### config.mk
export PLATFORM = sky130hd
export DESIGN_NAME = hazard_unit
export DESIGN_NICKNAME = d
export VERILOG_FILES = /design/src/rtl/hazard_unit.sv
export SDC_FILE = /design/constraint.sdc
export NUM_CORES = 1
export LEC_CHECK = 0
export CAP_MARGIN = 20
export CORE_MARGIN = 3
export CORE_UTILIZATION = 49
export DETAILED_ROUTE_END_ITERATION = 8
export PLACE_DENSITY = 0.95
export SETUP_SLACK_MARGIN = 0.05
export SLEW_MARGIN = 20
export SYNTH_ARGS = -nofsm -noshare
export SYNTH_HDL_FRONTEND = slang
export SYNTH_SLANG_ARGS = --single-unit
### constraint.sdc
create_clock -name clk -period 3.3 [get_ports clk]
set_input_delay 0.66 -clock clk [delete_from_list [all_inputs] [get_ports clk]]
set_output_delay 0.66 -clock clk [all_outputs]
set_load 0.01 [all_outputs]
### src/rtl/hazard_unit.sv
// Pipeline hazard controller: stall/flush/enable sequencing for load-use, taken
// branches and data-memory wait states, plus EX-stage operand forwarding selects.
module hazard_unit #(
  parameter int unsigned WAIT_TIMEOUT = 255,
  parameter int unsigned CNT_W        = 8
) (
  input  logic        clk,
  input  logic        rst,
  input  logic [4:0]  Rs1D,
  input  logic [4:0]  Rs2D,
  input  logic [4:0]  Rs1E,
  input  logic [4:0]  Rs2E,
  input  logic [4:0]  RdE,
  input  logic        MemReadE,
  input  logic        PCSrcE,
  input  logic [4:0]  RdM,
  input  logic [4:0]  RdW,
  input  logic        RegWriteM,
  input  logic        RegWriteW,
  input  logic        MemReqM,
  input  logic        MemReadyM,
  output logic        EnF,
  output logic        EnD,
  output logic        EnE,
  output logic        EnM,
  output logic        FlushD,
  output logic        FlushE,
  output logic        FlushW,
  output logic [1:0]  ForwardAE,
  output logic [1:0]  ForwardBE,
  output logic        BusErr,
  output logic [31:0] StallCnt
);

  typedef enum logic [1:0] {
    RUN      = 2'd0,
    MEM_WAIT = 2'd1,
    ERR      = 2'd2
  } state_t;

  localparam logic [CNT_W-1:0] TIMEOUT = CNT_W'(WAIT_TIMEOUT);

  state_t           state, state_nxt;
  logic [CNT_W-1:0] wait_cnt, wait_cnt_nxt;
  logic             bus_err_nxt;
  logic             load_use, mem_wait;
  logic             freeze, run_mode;

  assign load_use = MemReadE && (RdE != 5'd0) && ((RdE == Rs1D) || (RdE == Rs2D));
  assign mem_wait = MemReqM && !MemReadyM;

  // NOTE: every signal written here gets a default first so no path leaves one unassigned (no latches).
  always_comb begin
    state_nxt    = state;
    wait_cnt_nxt = wait_cnt;
    bus_err_nxt  = BusErr;
    freeze       = 1'b0;
    run_mode     = 1'b0;
    EnF          = 1'b0;
    EnD          = 1'b0;
    EnE          = 1'b0;
    EnM          = 1'b0;
    FlushD       = 1'b0;
    FlushE       = 1'b0;
    FlushW       = 1'b0;
    ForwardAE    = 2'b00;
    ForwardBE    = 2'b00;

    case (state)
      RUN: begin
        if (mem_wait) begin
          freeze       = 1'b1;
          state_nxt    = MEM_WAIT;
          wait_cnt_nxt = CNT_W'(1);
        end else begin
          run_mode = 1'b1;
        end
      end
      MEM_WAIT: begin
        if (mem_wait) begin
          freeze       = 1'b1;
          wait_cnt_nxt = wait_cnt + CNT_W'(1);
          if ((WAIT_TIMEOUT != 0) && (wait_cnt == TIMEOUT)) begin
            bus_err_nxt = 1'b1;
            state_nxt   = ERR;
          end
        end else begin
          // Release cycle: the held instructions move on under normal priorities.
          run_mode     = 1'b1;
          state_nxt    = RUN;
          wait_cnt_nxt = '0;
        end
      end
      ERR:     freeze    = 1'b1;
      default: state_nxt = RUN;
    endcase

    // A frozen pipeline only bubbles WB; branch/load flushes wait until release.
    if (freeze) begin
      FlushW = 1'b1;
    end else if (run_mode) begin
      if (PCSrcE) begin
        {EnF, EnD, EnE, EnM} = 4'b1111;
        FlushD               = 1'b1;
        FlushE               = 1'b1;
      end else if (load_use) begin
        {EnE, EnM} = 2'b11;
        FlushE     = 1'b1;
      end else begin
        {EnF, EnD, EnE, EnM} = 4'b1111;
      end
    end

    if (RegWriteM && (RdM != 5'd0) && (RdM == Rs1E))      ForwardAE = 2'b10;
    else if (RegWriteW && (RdW != 5'd0) && (RdW == Rs1E)) ForwardAE = 2'b01;

    if (RegWriteM && (RdM != 5'd0) && (RdM == Rs2E))      ForwardBE = 2'b10;
    else if (RegWriteW && (RdW != 5'd0) && (RdW == Rs2E)) ForwardBE = 2'b01;

    if (!rst) begin
      {EnF, EnD, EnE, EnM}    = 4'b0000;
      {FlushD, FlushE, FlushW} = 3'b000;
      ForwardAE               = 2'b00;
      ForwardBE               = 2'b00;
    end
  end

  // NOTE: state registers use non-blocking assignments so all flops update together at the edge.
  always_ff @(posedge clk or negedge rst) begin
    if (!rst) begin
      state    <= RUN;
      wait_cnt <= '0;
      BusErr   <= 1'b0;
      StallCnt <= '0;
    end else begin
      state    <= state_nxt;
      wait_cnt <= wait_cnt_nxt;
      BusErr   <= bus_err_nxt;
      if (!EnF && (StallCnt != 32'hFFFF_FFFF)) StallCnt <= StallCnt + 32'd1;
    end
  end

endmodule

* Yosys cells after proc, flatten, opt, wreduce, memory -nomap -nowiden
Cells that the tools add are included.
** Word-level totals
- Register bits :: 43
- Bits in latches :: 0
- Bits in writable memories :: 0
- ROM bits :: 0
- Input bits :: 43
- Memories kept :: 0
** Operators by class
- Add/subtract/negate cells :: 2
- Multipliers :: 0
- Divide/modulo/power cells :: 0
- Order comparisons :: 0
- Eq/ne operators :: 12
- Shifts and indexed selects :: 0
- Multiplexer cells :: 36
- Bitwise gates (word level) :: 1
- Reduce and logical (&&, ||, !) cells :: 22
** Operator list (number)
- $add A32 B1 Y32 const B :: 1
- $ne A32 B32 Y1 const B :: 1
- $eq A5 B5 Y1 :: 6
- $mux W1 :: 24
- $mux W8 :: 2
- $pmux W8 S2 :: 1
- $reduce_bool A5 Y1 :: 3
- $mux W2 :: 7
- $logic_and A1 B1 Y1 :: 10
- $add A8 B1 Y8 const B :: 1
- $eq A8 B8 Y1 const B :: 1
- $pmux W2 S3 :: 1
- $reduce_and A3 Y1 :: 2
- $ne A3 B3 Y1 const B :: 1
- $eq A2 B1 Y1 const B :: 1
- $eq A2 B2 Y1 const B :: 1
- $logic_not A1 Y1 :: 2
- $logic_not A2 Y1 :: 1
- $ne A2 B2 Y1 const B :: 1
- $pmux W1 S2 :: 1
- $reduce_and A2 Y1 :: 1
- $reduce_bool A2 Y1 :: 1
- $reduce_or A2 Y1 :: 1
- $logic_or A1 B1 Y1 :: 1
- $not A1 Y1 :: 1

* Longest topological paths before layout
Gate-level depths: netlist of the first run.
- Word-level depth :: 10
- Depth in mapped cells :: 8

* Worst setup path after synthesis of the first run
No wires, ideal clock.
- Path kind :: input-to-output
- Start :: input RdE[1]
- End :: output EnF
- Arrival :: 2.041 ns
- Data required time :: 2.640 ns
- Setup slack :: 0.599 ns
- Cell stages on the path :: 6
- Buffers on the path :: 2
- Path through :: or4_1 -> o21ai_0 -> nor2_1 -> a21oi_1 -> buf_2 -> buf_4
** On the way
- Longest elaborated chain between the ends :: 8
- Elaborated cells between the ends (all ways) :: 11
- Classes of those cells :: eq/ne: 2; mux: 5; reduce/logical: 4
** Ends and longest elaborated chain
- start, declared :: line 13 : input logic [4:0] RdE,
- $eq A5 B5 Y1 / $reduce_bool A5 Y1 (equally long branches) :: line 49 : assign load_use = MemReadE && (RdE != 5'd0) && ((RdE == Rs1D) || (RdE == Rs2D));
- $logic_or A1 B1 Y1 / $logic_and A1 B1 Y1 (equally long branches) :: line 49
- $logic_and A1 B1 Y1 (*) :: line 49
- $mux W1 (*) (5 in a row)
- end, declared :: line 22 : output logic EnF,
Mark *: on every way between the ends. The rest lies on a longest branch, timed or not.

* Final worst setup path of the first run
- Start :: input RdM[4]
- End :: output ForwardAE[1]
** On the way
- Longest elaborated chain between the ends :: 5
- Elaborated cells between the ends (all ways) :: 6
- Classes of those cells :: eq/ne: 1; mux: 2; reduce/logical: 3
** Ends and longest elaborated chain
- start, declared :: line 16 : input logic [4:0] RdM,
- $reduce_bool A5 Y1 :: line 114 : if (RegWriteM && (RdM != 5'd0) && (RdM == Rs1E)) ForwardAE = 2'b10;
- $logic_and A1 B1 Y1 :: line 114
- $logic_and A1 B1 Y1 (*) :: line 114
- $mux W2 (*) :: line 114
- $mux W2 (*) :: line 120 : if (!rst) begin
- end, declared :: line 29 : output logic [1:0] ForwardAE,
Marked as above.

==> results_dict.tcl, run 1 <==
set metrics [dict create \
    met3_wirelength_um 295 \
    startpoint_type "primary input" \
    critical_path_class "in2out" \
    numClockSinks 43 \
    cts-buffers-inserted 5 \
    synthFlopType "sky130_fd_sc_hd__dfrtp_1" \
    max_slew_margin 0.526 \
    critical_path_arrival_ns 2.57 \
    synth_fp_nets 301 \
    cts-root-to-sink-buffers 2 \
    detailroute.via_count 2378 \
    cts_hold_buffers 0 \
    routed_length_on_met1_um 2710 \
    synth_warnings 0 \
    grt_pass1_wl_um 11300 \
    clock_latency_ns 0.29 \
    crit_top_cell "sky130_fd_sc_hd__clkdlybuf4s50_1" \
    finalWorstSetupSlack_ns 0.0699 \
    timing.final.crit_share 0.979 \
    final_hold_viol_count 0 \
    dpl_worst_slack_ns -0.275 \
    grt_start_max_net_pins 45 \
    share_of_the_synthesized_area_in_the_top_cell_type 0.428 \
    worst_hold_path_type "reg2reg" \
    remaining_drc_errors 0 \
    final_core_util 0.755 \
    cts.reportedPaths.clkPinSlew_ns 0.08 \
    tightest_slew_ns 0.704 \
    dieArea_um2 6030 \
    layout-drive-gt1-share 0.0866 \
    power.density_cell_area_nw_per_um2 435 \
    area_growth_pct 45.6 \
    routabilityCongestion 0.894 \
    synth_commonest_cells "sky130_fd_sc_hd__xor2_1, sky130_fd_sc_hd__dfrtp_1, sky130_fd_sc_hd__xnor2_1, sky130_fd_sc_hd__nand2_1, sky130_fd_sc_hd__nand3_1" \
    place.port_buffers 86 \
    nFillCells 328 \
    dp_hpwl_um 5200 \
    power_leakage_nw 1.51 \
    groute.usage.overall 0.235 \
    r2r_slack_ns 0.67 \
    ys_seq_elements 43 \
    final_cell_area_um2 3660 \
    worstSetupEndpointType "output pin" \
    antenna_violating_nets_post_route 0 \
    diodes 0 \
    routed_length_on_met2_um 3630 \
    worst_ir_drop_vdd_mv 0.304 \
    status "finished clean" \
    slew_viol_final 0 \
    clock-skew-final_ns 0.00743 \
    floorplan.die.width_um 77.6 \
    synthMostInstantiatedCell "sky130_fd_sc_hd__xor2_1" \
    grt_antenna_before_repair 0 \
    cap_violations 0 \
    final_nets 403 \
    report.final.setup_viol 0 \
    post_dp_cell_area_um2 3530 \
    postSynthAreaPerCell_um2 9.82 \
    routed_wirelength_um 6850 \
    detailedRoute.firstPassIterationCount 5 \
    path_cells "clkdlybuf4s50_1, buf_4, xnor2_1, nand3_1, nor4_2, and2_1, clkdlybuf4s50_1" \
    first_global_vias 2371 \
    crit_slowest_cell "sky130_fd_sc_hd__clkdlybuf4s50_1" \
    routed_wire_length_per_instance_um 16.1 \
    synth_seq_area_share 0.428 \
    ios 87 \
    clk_root_buffer_cell "sky130_fd_sc_hd__clkbuf_8" \
    synth_top_cell_by_area "sky130_fd_sc_hd__dfrtp_1" \
    synth.top_cells.by_area "sky130_fd_sc_hd__dfrtp_1, sky130_fd_sc_hd__xor2_1, sky130_fd_sc_hd__xnor2_1" \
    cp.required_ns 2.64 \
    syn-instance-count 256 \
    global_route.overflow_total 0 \
    drt_first_iter_violations 140 \
    cts_tree "built" \
    async_flop_share 1.00 \
    cts_max_level 2 \
    netlist-cell-type-count 36 \
    dr.max_layer_used "met4" \
    row_count 25 \
    slowest_delay_ns 0.53 \
    clock.fmax_mhz 310 \
    synth-edff-count 0 \
    initial_core_util 0.518 \
    die_height_um 77.6 \
    area_of_the_core_um2 4850 \
    timing.hold.ws_ns 0.496 \
    crit_path_max_fanout 2 \
    synthesized_cell_area_um2 2510 \
    route.detailed.vias_per_inst 5.60 \
    finalCriticalPeriod_ns 3.23 \
]
[logic make-up (layout without fill, tap and decap cells)]
family	Yosys count	in the layout	share of synthesized area
compound gates	20	20	0.0478
xor+xnor	67	67	0.233
fa+ha+maj	2	2	0.00995
buf+inv	11	113	0.0224
flops	43	43	0.428
mux	1	1	0.00597
simple gates	112	112	0.252
[metrics by stage]
stage	setup TNS [ns]	std cells	power, mW
floorplan	0	256	0.909
global placement	-0.379	418	1.18
detailed placement	-0.569	418	1.20
CTS	0	425	1.59
global route	-0.0482	425	1.67
finish	0	425	1.59
[cells in the final DEF (no fill, tap or decap), types with 2 or more instances in the layout]
cell type / n
sky130_fd_sc_hd__nand3_1: 14
sky130_fd_sc_hd__buf_4: 15
sky130_fd_sc_hd__inv_1: 5
sky130_fd_sc_hd__dlygate4sd2_1: 4
sky130_fd_sc_hd__nor3b_1: 5
sky130_fd_sc_hd__dfrtp_1: 43
sky130_fd_sc_hd__o21ai_0: 7
sky130_fd_sc_hd__nor4b_1: 5
sky130_fd_sc_hd__and2_1: 4
sky130_fd_sc_hd__nor4_2: 4
sky130_fd_sc_hd__nor4_1: 9
sky130_fd_sc_hd__and3_1: 5
sky130_fd_sc_hd__o21ai_1: 2
sky130_fd_sc_hd__nand4_1: 6
sky130_fd_sc_hd__nand2_1: 22
sky130_fd_sc_hd__nor3_1: 11
sky130_fd_sc_hd__clkdlybuf4s50_1: 80
sky130_fd_sc_hd__a21oi_1: 2
sky130_fd_sc_hd__xor2_1: 44
sky130_fd_sc_hd__and4_1: 2
sky130_fd_sc_hd__ha_1: 2
sky130_fd_sc_hd__nor2_1: 12
sky130_fd_sc_hd__xnor2_1: 23
sky130_fd_sc_hd__or4_1: 6
sky130_fd_sc_hd__o21bai_1: 2
sky130_fd_sc_hd__nor2b_1: 2
sky130_fd_sc_hd__clkbuf_8: 5
[worst max-delay path, delay by kind of cell]
kind	cells	cell delay [ns]
buf+inv	3	1.12
simple gates	3	0.61
xor+xnor	1	0.19
[worst paths after layout]
| path | startpoint | depth (start not counted) | to |
|---|---|---|---|
| hold reg to reg | StallCnt[13] | 1 | StallCnt[13] |
| max in group asynchronous | rst | 2 | StallCnt[4] |
| min in group asynchronous | rst | 2 | state[0] |
| setup / recovery | RdM[4] | 7 | ForwardAE[1] |
| hold / removal | StallCnt[13] | 1 | StallCnt[13] |
| setup reg to reg | StallCnt[0] | 7 | StallCnt[1] |
[registers in the layout, summed over array words and instances (netlist names)]
register,flops
BusErr,1
StallCnt,32
wait_cnt,8
state,2
[final cells by class]
cell class,instances,area [µm²],share of cell area
clock buffers,6,72.6,0.0198
clock inverters,1,30.0,0.00820
inverters,5,18.8,0.00513
multi-input cells,202,1410,0.386
flip-flops and latches,43,1080,0.294
well taps,67,83.8,0.0229
repair buffers,101,966,0.264
[what timing repair did]
| item | in CTS | in global routing |
|---|---|---|
| gates resized for setup | 5 | 7 |
| pin swaps | 0 | 2 |
| setup endpoints to repair | 4 | 5 |
| buffers inserted | 0 | 0 |
[metal layers]
| metal | global-route usage | up-vias |
|---|---|---|
| met1 | 0.283 | 1142 |
| met2 | 0.417 | 99 |
| met4 | 0.0925 | 0 |
| met3 | 0.0371 | 25 |
| li1 | - | 1112 |
| met5 | 0 | - |
[power by group]
group	switching (mW)	leakage, nW	total, mW	internal [mW]
sequential	0.0995	0.527	0.703	0.603
combinational	0.210	0.931	0.495	0.285
clock	0.174	0.0513	0.395	0.222
total	0.483	1.51	1.59	1.11
(Power assumes the default switching activity.)
==> run 2, diff against run 1 <==
- GPL_TIMING_DRIVEN: default -> 1
- REMOVE_ABC_BUFFERS: default -> 1
==> run 2 against run 1 <==
Setup slack better by 0.040 ns. Power fell by 4.7%. Clock power fell by 18%. Critical path type unchanged. Highest routed layer unchanged.
==> results_dict.tcl, run 2 (synthesis gave the netlist of run 1 again) <==
set metrics [dict create \
    status "finished clean" \
    antenna_violating_nets_post_route 0 \
    clk_root_buffer_cell "sky130_fd_sc_hd__clkbuf_8" \
    slew_viol_final 0 \
    seqCellArea_um2 1080 \
    path_cells "clkdlybuf4s50_1, or4_1, o21ai_2, nor4_2, and2_1, clkdlybuf4s50_1" \
    clock.fmax_mhz 313 \
    timing.hold.ws_ns 0.485 \
    critical_path_arrival_ns 2.53 \
    clock-skew-final_ns 0.0106 \
    timing.final.crit_share 0.967 \
    worst_hold_path_type "in2async" \
    max_reg_flops 32 \
    layout.cells.most_common "sky130_fd_sc_hd__clkdlybuf4s50_1" \
    drt_first_iter_violations 112 \
    first_global_vias 2394 \
    routed_wirelength_um 6520 \
    cap_violations 0 \
    power.internal_mw 1.04 \
    finalNonFillerCells 428 \
    ios 87 \
    area_of_the_core_um2 4850 \
    dieArea_um2 6030 \
    routabilityCongestion 0.869 \
    cts_tree "built" \
    total_negative_setup_slack_ns 0 \
    slowest_delay_ns 0.55 \
    max_slew_margin 0.521 \
    floorplan.die.width_um 77.6 \
    cp.required_ns 2.64 \
    initial_core_util 0.518 \
    final_nets 405 \
    nFillCells 341 \
    largestRegisters "StallCnt: 32 flops, wait_cnt: 8 flops, state: 2 flops" \
    place_inst 419 \
    cpLargestDelayFamily "buffers and inverters" \
    multi_input_comb_area_um2 1410 \
    place.port_buffers 86 \
    power.density_cell_area_nw_per_um2 416 \
    grt_setup_unrepaired "yes" \
    dp_hpwl_um 5130 \
    row_count 25 \
    crit_slowest_cell "sky130_fd_sc_hd__or4_1" \
    power_leakage_nw 1.53 \
    worstSetupEndpointType "output pin" \
    die_height_um 77.6 \
    comb_power_share 0.328 \
    clock_latency_ns 0.29 \
    finalCriticalPeriod_ns 3.19 \
    switching_share 0.317 \
    detailroute.via_count 2318 \
    tightest_slew_ns 0.714 \
    report.final.setup_viol 0 \
    cts-root-to-sink-buffers 2 \
    worst_ir_drop_vdd_mv 0.489 \
    numClockSinks 43 \
    critPathBufInv 2 \
    groute.usage.overall 0.226 \
    global_route.overflow_total 0 \
    routed_wire_length_per_instance_um 15.2 \
    route.detailed.vias_per_inst 5.42 \
    cts.reportedPaths.clkPinSlew_ns 0.08 \
    final_hold_viol_count 0 \
    seqPwrFrac 0.458 \
    cts_max_level 2 \
    cts-buffers-inserted 5 \
    critical_path_class "in2out" \
    crit_path_max_fanout 2 \
    top_register "StallCnt" \
    grt_antenna_before_repair 0 \
    power_share_of_the_clock_group 0.214 \
    diodes 0 \
    grt_start_max_net_pins 48 \
    layout-drive-gt1-share 0.0970 \
    area_growth_pct 45.4 \
    grt_pass1_wl_um 11100 \
    detailedRoute.firstPassIterationCount 5 \
    remaining_drc_errors 0 \
    power.switching_uw 482 \
    most_frequent_cells_in_the_layout "sky130_fd_sc_hd__clkdlybuf4s50_1, sky130_fd_sc_hd__xor2_1, sky130_fd_sc_hd__dfrtp_1" \
    startpoint_type "primary input" \
    crit_top_cell "sky130_fd_sc_hd__clkdlybuf4s50_1" \
]
-- run 2: cell types whose count changed in the layout (fill, tap and decap cells not counted), sizes merged --
cell           previous run  this run
clkbuf                    6         7
bufinv                    1         0
dlygate4sd2               4         3
clkinv                    0         1
dlymetal6s2s              1         2
buf                      16        18
clkdlybuf4s50            80        79
clkinvlp                  0         1
-- run 2: worst paths after layout --
| path | start | cells after the start | slack, ns | end |
|---|---|---|---|---|
| worst max-delay path | RdM[1] | 6 | 0.11 | ForwardBE[1] |
| max in group asynchronous | rst | 2 | 2.42 | wait_cnt[0] |
| worst min register to register | BusErr | 1 | 0.49 | BusErr |
| worst min-delay path | rst | 2 | 0.49 | wait_cnt[4] |
| worst max register to register | StallCnt[0] | 7 | 0.75 | StallCnt[1] |
| min in group clk | BusErr | 1 | 0.49 | BusErr |
-- run 2: layer usage --
layer | wire length, µm | track usage | vias to the layer above
li1 | - | - | 1111
met1 | 2760 | 0.270 | 1109
met2 | 3320 | 0.406 | 80
met3 | 293 | 0.0441 | 18
met4 | 145 | 0.0694 | 0
met5 | 0 | 0 | -
-- run 2: cell type report --
type                       instances  share of cell area
sequential                        43               0.294
tap                               67              0.0229
timing repair buffer             103               0.268
inverter                           5             0.00514
clock inverter                     2             0.00342
multi-input combinational        202               0.386
clock buffer                       6              0.0199
-- run 2: timing repair --
item / in CTS / in global routing
cloned: 0 / 0
endpoints found under the setup margin: 7 / 6
pin swaps: 1 / 3
gates resized for setup: 8 / 8
setup buffers: 1 / 0
hold buffers: 0 / 0
-- run 2: through the flow --
step	utilization	power, mW	setup slack, ns	area, µm²
CTS	0.750	1.53	0.0659	3640
finish	0.754	1.52	0.110	3650
global placement	0.730	1.18	-0.106	3540
detailed placement	0.730	1.20	-0.249	3540
floorplan	-	0.905	-0.287	2480
global route	0.754	1.60	0.0218	3650
-- run 2: power groups by stage --
stage | combinational (mW) | sequential (mW) | clock (mW)
floorplan | 0.179 | 0.726 | 0
global placement | 0.478 | 0.701 | 0
detailed placement | 0.498 | 0.703 | 0
CTS | 0.501 | 0.694 | 0.332
global route | 0.541 | 0.708 | 0.351
finish | 0.498 | 0.696 | 0.325
